<file path="src/rtl/decoder_onehot_seq.sv">
// -----------------------------------------------------------------------------
// decoder_onehot_seq
//
// Registered IN_W-to-2**IN_W one-hot decoder with a valid/ready request port
// and three output modes:
//   static (mode 00, and reserved 11): hold 1<<in_sel until the next request
//   pulse  (mode 01): drive 1<<in_sel for PULSE_LEN cycles, then clear
//   scan   (mode 10): starting at in_sel, walk the hot bit through every output,
//                     SCAN_DWELL cycles per output, wrapping at the top, then
//                     clear
//
// Ports:
//   clk        rising-edge clock
//   rst_n      synchronous reset, active-low
//   in_valid   request valid
//   in_ready   request can be accepted (equals !busy)
//   in_sel     output index to decode, captured on accept
//   mode       output mode, captured on accept
//   out        decoded output (registered)
//   out_valid  out currently holds a decoded value
//   busy       a pulse or scan sequence is in progress
//
// Build option: define DECODER_ONEHOT_SEQ_ACTLOW_EN to make out one-cold
// (bitwise inverse of the internal one-hot, all-ones in reset). out_valid,
// busy and in_ready are unaffected.
// -----------------------------------------------------------------------------
module decoder_onehot_seq #(
    parameter int IN_W       = 2,
    parameter int PULSE_LEN  = 4,
    parameter int SCAN_DWELL = 1
) (
    input  logic                 clk,
    input  logic                 rst_n,
    input  logic                 in_valid,
    output logic                 in_ready,
    input  logic [IN_W-1:0]      in_sel,
    input  logic [1:0]           mode,
    output logic [2**IN_W-1:0]   out,
    output logic                 out_valid,
    output logic                 busy
);

    localparam int OUT_W = 2**IN_W;

    localparam logic [7:0]      PULSE_RLD = 8'(PULSE_LEN - 1);
    localparam logic [7:0]      DWELL_RLD = 8'(SCAN_DWELL - 1);
    localparam logic [IN_W-1:0] STEPS_RLD = IN_W'(OUT_W - 1);

    typedef enum logic [1:0] {
        S_IDLE,
        S_STATIC,
        S_PULSE,
        S_SCAN
    } state_t;

    state_t            state_q, state_nxt;
    logic [OUT_W-1:0]  onehot_q, onehot_nxt;
    logic              out_valid_q, out_valid_nxt;
    logic              busy_q, busy_nxt;
    logic [7:0]        cnt_q, cnt_nxt;
    logic [7:0]        dwell_q, dwell_nxt;
    logic [IN_W-1:0]   idx_q, idx_nxt;
    logic [IN_W-1:0]   steps_q, steps_nxt;
    logic [IN_W-1:0]   idx_inc;
    logic              accept;

    function automatic logic [OUT_W-1:0] decode(input logic [IN_W-1:0] s);
        logic [OUT_W-1:0] v;
        v    = '0;
        v[s] = 1'b1;
        return v;
    endfunction

    assign in_ready = !busy_q;
    assign accept   = in_valid && in_ready;
    // Natural IN_W-bit overflow gives the OUT_W-1 -> 0 wrap.
    assign idx_inc  = idx_q + 1'b1;

    always_ff @(posedge clk) begin
        if (!rst_n) begin
            state_q     <= S_IDLE;
            onehot_q    <= '0;
            out_valid_q <= 1'b0;
            busy_q      <= 1'b0;
            cnt_q       <= '0;
            dwell_q     <= '0;
            idx_q       <= '0;
            steps_q     <= '0;
        end else begin
            state_q     <= state_nxt;
            onehot_q    <= onehot_nxt;
            out_valid_q <= out_valid_nxt;
            busy_q      <= busy_nxt;
            cnt_q       <= cnt_nxt;
            dwell_q     <= dwell_nxt;
            idx_q       <= idx_nxt;
            steps_q     <= steps_nxt;
        end
    end

    always_comb begin
        state_nxt     = state_q;
        onehot_nxt    = onehot_q;
        out_valid_nxt = out_valid_q;
        busy_nxt      = busy_q;
        cnt_nxt       = cnt_q;
        dwell_nxt     = dwell_q;
        idx_nxt       = idx_q;
        steps_nxt     = steps_q;

        case (state_q)
            S_IDLE, S_STATIC: begin
                if (accept) begin
                    onehot_nxt    = decode(in_sel);
                    out_valid_nxt = 1'b1;
                    case (mode)
                        2'b01: begin
                            state_nxt = S_PULSE;
                            busy_nxt  = 1'b1;
                            cnt_nxt   = PULSE_RLD;
                        end
                        2'b10: begin
                            state_nxt = S_SCAN;
                            busy_nxt  = 1'b1;
                            idx_nxt   = in_sel;
                            steps_nxt = STEPS_RLD;
                            dwell_nxt = DWELL_RLD;
                        end
                        default: state_nxt = S_STATIC;
                    endcase
                end
            end
            S_PULSE: begin
                if (cnt_q != 8'd0) begin
                    cnt_nxt = cnt_q - 8'd1;
                end else begin
                    state_nxt     = S_IDLE;
                    onehot_nxt    = '0;
                    out_valid_nxt = 1'b0;
                    busy_nxt      = 1'b0;
                end
            end
            S_SCAN: begin
                if (dwell_q != 8'd0) begin
                    dwell_nxt = dwell_q - 8'd1;
                end else if (steps_q != '0) begin
                    idx_nxt    = idx_inc;
                    onehot_nxt = decode(idx_inc);
                    steps_nxt  = steps_q - 1'b1;
                    dwell_nxt  = DWELL_RLD;
                end else begin
                    state_nxt     = S_IDLE;
                    onehot_nxt    = '0;
                    out_valid_nxt = 1'b0;
                    busy_nxt      = 1'b0;
                end
            end
            default: state_nxt = S_IDLE;
        endcase
    end

`ifdef DECODER_ONEHOT_SEQ_ACTLOW_EN
    assign out = ~onehot_q;
`else
    assign out = onehot_q;
`endif

    assign out_valid = out_valid_q;
    assign busy      = busy_q;

endmodule
</file>
<file path="config.mk">
export PLATFORM = sky130hd
export DESIGN_NAME = decoder_onehot_seq
export DESIGN_NICKNAME = d
export VERILOG_FILES = /design/src/rtl/decoder_onehot_seq.sv
export SDC_FILE = /design/constraint.sdc
export NUM_CORES = 1
export LEC_CHECK = 0
export ABC_CLOCK_PERIOD_IN_PS = 3600
export BUFFER_PORTS_ARGS = -buffer_cell sky130_fd_sc_hd__buf_2
export CORE_UTILIZATION = 45
export DETAILED_ROUTE_END_ITERATION = 6
export PLACE_DENSITY = 0.73
export SLEW_MARGIN = 40
export SYNTH_ARGS = -nofsm -noshare
export SYNTH_HDL_FRONTEND = slang
export SYNTH_SLANG_ARGS = --single-unit
</file>
<file path="constraint.sdc">
create_clock -name clk -period 3.6 [get_ports clk]
set_input_delay 0.36 -clock clk [delete_from_list [all_inputs] [get_ports clk]]
set_output_delay 0.36 -clock clk [all_outputs]
set_load 0.01 [all_outputs]
</file>
After elaboration in Yosys (flattened, before gate mapping)
Cells that the tools add are included.

cells by class
  eq/ne operators = 15
  multiplexer cells = 42
  shifts and indexed selects = 0
  reductions and logical operators = 18
  multiply operators = 0
  order comparisons = 4
  bitwise logic cells = 0
  divide/modulo/power cells = 0
  add/sub/neg operators = 4

operator list
  kind                 number
  $mux 8               7
  $pmux 8 s2           2
  $mux 2               12
  $mux 4               4
  $reduce_bool 8->1    2
  $sub 8x1->8 const B  2
  $ne 2x2->1 const B   7
  $pmux 2 s2           3
  $pmux 4 s3           1
  $reduce_and 4->1     3
  $reduce_and 5->1     2
  $mux 1               8
  $eq 2x2->1 const B   3
  $lt 2x3->1 const B   2
  $pmux 1 s3           2
  $pmux 2 s3           1
  $reduce_bool 2->1    3
  $demux 1 s2          2
  $eq 2x1->1 const B   2
  $ge 2x1->1 const B   2
  $ne 2x1->1 const B   2
  $reduce_or 2->1      2
  $logic_and 1x1->1    3
  $ne 3x3->1 const B   1
  5 further kinds      5

storage, ports and cells
  memory bits (read-only) = 0
  latch bits = 0
  output and inout bits = 7
  word-level logic and storage cells = 91
  RAM bits = 0
  memories = 0
  input bits = 7
  bits in registers = 28

Longest topological paths before layout
  depth after elaboration = 8
  gate-level depth with buffers = 7
  mapped depth without buffers = 6

Least setup slack after synthesis
OpenSTA, ideal clock, no wires.

  path kind = reg-to-reg
  start point = register cnt_q[0]
  end point = register onehot_q[0] (netlist: out[0])
  buffers on the path = 0
  path slack = 1.857 ns
  arrival time = 1.684 ns
  cell stages (with the launch flop) = 7
  period minus slack after synthesis = 1.743 ns
  library setup time = 0.059 ns
  data required time = 3.541 ns
  cell sequence = dfxtp_1 > inv_1 > ha_1 > or3b_2 > o21a_4 > a211oi_4 > o221a_2

between the ends
  longest elaborated chain between the ends = 3

RTL lines
  element                            line  text
  from (decl)                        60    logic [7:0] cnt_q, cnt_nxt;
  from (signal assigned)             94    cnt_q <= cnt_nxt;
  $reduce_bool 8->1                  134   if (cnt_q != 8'd0) begin
  $ne 2x2->1 (no source line)        --
  $reduce_and 3->1 (no source line)  --
  to (signal assigned)               91    onehot_q <= onehot_nxt;
  to (decl)                          57    logic [OUT_W-1:0] onehot_q, onehot_nxt;

Every way passes these cells.
A chain may end at the register's enable or synchronous reset.

Worst setup path after layout
  start point = register state_q[1]
  end point = register steps_q[0]

between the ends
  longest elaborated chain between the ends = 4
  elaborated cells between the ends (all ways) = 11
  classes of those cells = 6 x eq/ne; 1 x mux; 4 x reduce/logical

RTL lines
  element                                                    line  text
  from (decl)                                                56    state_t state_q, state_nxt;
  from (signal assigned)                                     90    state_q <= state_nxt;
  $eq 2x1->1 / $logic_not 2->1 (equally long branches)       111   case (state_q)
  $reduce_or 2->1                                            111
  $ne 2x1->1 (no source line), or another cell as far along  --
  $reduce_and 5->1 (no source line)                          --
  to (signal assigned)                                       97    steps_q <= steps_nxt;
  to (decl)                                                  63    logic [IN_W-1:0] steps_q, steps_nxt;

Several ways; a longest one is shown, not always the timed one.

==> metrics.txt <==
status=completed; Placed Instances=237; fin nets=215; Finished Layout Cells=240; capturing point of the worst reg2reg path=steps_q[0]$_SDFFE_PN0P_; Gate power share=23.0%; routed wire length=3510 um; cell area power density=351 nW/um^2; post-synthesis sequential area ratio=34.2%; CTS resizes=0; Pwr Total=619 uW; hold path start=rst_n; post-layout util=51.6%; Starting Density=48.0%; Final Hold Fails=0; FF-to-FF setup slack=1.56 ns; Worst Hold Class=input pin to register; Die ar.=3890 um^2; Area Growth Syn to Fin=7.63%; Avg Cell Area, Syn=8.96 um^2; Period minus WS final=2.04 ns; total gr overflow=0; post-route cell area=1760 um^2; clk slew on worst S/H paths=0.15 ns; synth warn=0; EDFF count, synth=0; largest net degree at the start of global routing=18; DP HPWL=2700 um; Mapped Nets=202; crit path max fanout=17; Final Wtd Congestion=0.822; hold path cells=2; critical path cell sequence=nand2_1 -> a21oi_1 -> nor2_1 -> o221a_2; worst-margin pin slew=0.547 ns; placed cell areas=1740 um^2; row cnt=21; leakage power=0.000754 uW; design internal power=432 uW; Port Buffers=13; Final setup viols=0; all-layer global routing usage=18.9%; CP Capture Type=register; Num CTS Buffers=3; Post-DRT Antenna Nets=0; clock tree from TritonCTS=done; Top Ports=14; chip height=62.4 um; slew margin rel.=63.3%; period utilization=56.5%; WHS Endpoint=dwell_q[1]$_SDFFE_PN0P_; Fmax=491 MHz; initial antenna violation count=0; fin. max-slew vios=0; RSZ-0062 raised after global routing=false; Clock Tree Buf Depth=2; setup_tns=0 ns; Sink Count=28; Unique masters post-synth=48; DR pass1 iterations=4; ys flop type=dfxtp_1; Post-CTS Hold Buffers=0; number of post-CTS setup repair buffers=0; cells after synthesis=183; Antenna diodes=0; H-Tree Depth=1; RR Startpoint=state_q[1]$_SDFFE_PN0P_; share of power burned in registers=56.5%; worst vdd ir=0.205 mV; vias=1444; Worst Path Required=3.82 ns; routed vias/inst=6.02; crit path DAT=2.26 ns; first-iteration detailed-routing DRC count=57; sw frac=30.1%; reg2reg path depth=4; Setup Crit Path Kind=register to register; layout cells sized above 1=19.1%; Post-Syn Area=1640 um^2; slowest stage cell on the critical path=dfxtp_1; core area=3420 um^2; clk_skew=0.00653 ns; #FFs+latches synth=28; Remaining DRCs=0; wire length per cell=14.6 um; first-pass GRT wire length=6010 um; Worst-Skew Late Latency=0.32 ns; crit start category=register; vias in the first global route=1324; clock root cell=clkbuf_4; clock share of power=20.4%; Max-Cap Viols=0; Die W=62.4 um; sw power=186 uW; Post-synth ARST share=0%; max incr delay on CP=0.68 ns
-- registers in the layout (all words and copies together), names as in the netlist --
name	count
steps_q	2
dwell_q	8
cnt_q	8
out	4
busy	1
out_valid	1
idx_q	2
state_q	2
-- per-stage QoR --
stage / setup slack [ns] / hold slack [ns]
6_report: 1.56 / 0.429
5_1_grt: 1.33 / 0.422
4_1_cts: 1.60 / 0.418
3_5_place_dp: 1.63 / 0.478
3_3_place_gp: 1.70 / 0.463
2_1_floorplan: 1.86 / 0.451
-- power groups by stage --
stage | sequential [uW] | combinational (uW) | clock (uW)
after global routing | 354 | 158 | 145
final | 350 | 142 | 126
after CTS | 350 | 143 | 134
after floorplan | 354 | 104 | 0
after detailed placement | 357 | 143 | 0
after global placement | 355 | 138 | 0
-- cells in the mapped netlist, types with 3 or more instances --
library cell / number / area [um^2]
a21oi_1: 12 / 60.1
nand2b_1: 5 / 31.3
o21ai_0: 9 / 45.0
nand4_1: 4 / 25.0
o221a_2: 7 / 78.8
nor3_1: 9 / 45.0
a21o_1: 4 / 30.0
or3_1: 5 / 31.3
clkbuf_1: 4 / 15.0
nand2_1: 4 / 15.0
inv_1: 14 / 52.6
o31ai_1: 5 / 37.5
a211oi_1: 3 / 22.5
and3_1: 5 / 31.3
nor2_1: 8 / 30.0
nor4_1: 3 / 18.8
or4_1: 4 / 30.0
ha_1: 12 / 150
dfxtp_1: 28 / 561
-- cells by family after synthesis --
family	share of synthesized area, %
and+or+nand+nor	23.4
AOI/OAI and AO/OA	26.9
DFF	34.2
buffers and inverters	4.66
adders and majority gates	9.16
xor gates and xnor gates	1.07
muxes	0.687
-- worst max-delay path, delay by kind of cell, from the launching register on --
kind / cells / cell delay, ns
compound gates: 2 / 0.79
flops: 1 / 0.68
simple gates: 2 / 0.47
-- how the worst max path moves through the flow --
stage	from	endpoint	slack (ns)	depth (start not counted)
finish	state_q[1]$_SDFFE_PN0P_	steps_q[0]$_SDFFE_PN0P_	1.56	4
floorplan	cnt_q[0]$_SDFFE_PN0P_	out[0]$_SDFFE_PN0P_	1.86	6
detailed placement	state_q[1]$_SDFFE_PN0P_	steps_q[0]$_SDFFE_PN0P_	1.63	4
global placement	state_q[1]$_SDFFE_PN0P_	steps_q[0]$_SDFFE_PN0P_	1.70	4
CTS	state_q[1]$_SDFFE_PN0P_	steps_q[0]$_SDFFE_PN0P_	1.60	4
global route	dwell_q[0]$_SDFFE_PN0P_	idx_q[0]$_SDFFE_PN0P_	1.33	6
-- final cells by class --
type	instances	area (um^2)
fill	337	1650
multi-input combinational	135	1000
sequential	28	561
timing repair buffer	13	65.1
tap	46	57.6
inverter	15	56.3
clock buffer	3	22.5
-- cell usage in the layout, fill, tap and decap left out, types with 3 or more instances in the layout --
master    count
or3_1         5
dfxtp_1      28
and3_1        5
nor4_1        3
inv_1        14
or4_1         4
ha_1         12
nor2_1        8
o31ai_1       5
o221a_2       7
nand2b_1      5
a21oi_1      12
nand2_1       4
nand4_1       4
a21o_1        4
clkbuf_4      3
buf_2        13
a211oi_1      3
o21ai_0       9
nor3_1        9
-- layer usage --
metal / global-route usage [%] / vias to the layer above / wire (um)
li1: - / 714 / -
met1: 24.9 / 694 / 1600
met2: 32.6 / 34 / 1760
met3: 3.13 / 2 / 127
met4: 3.49 / 0 / 18
met5: 0 / - / 0
Power figures use the tool's default switching activity.
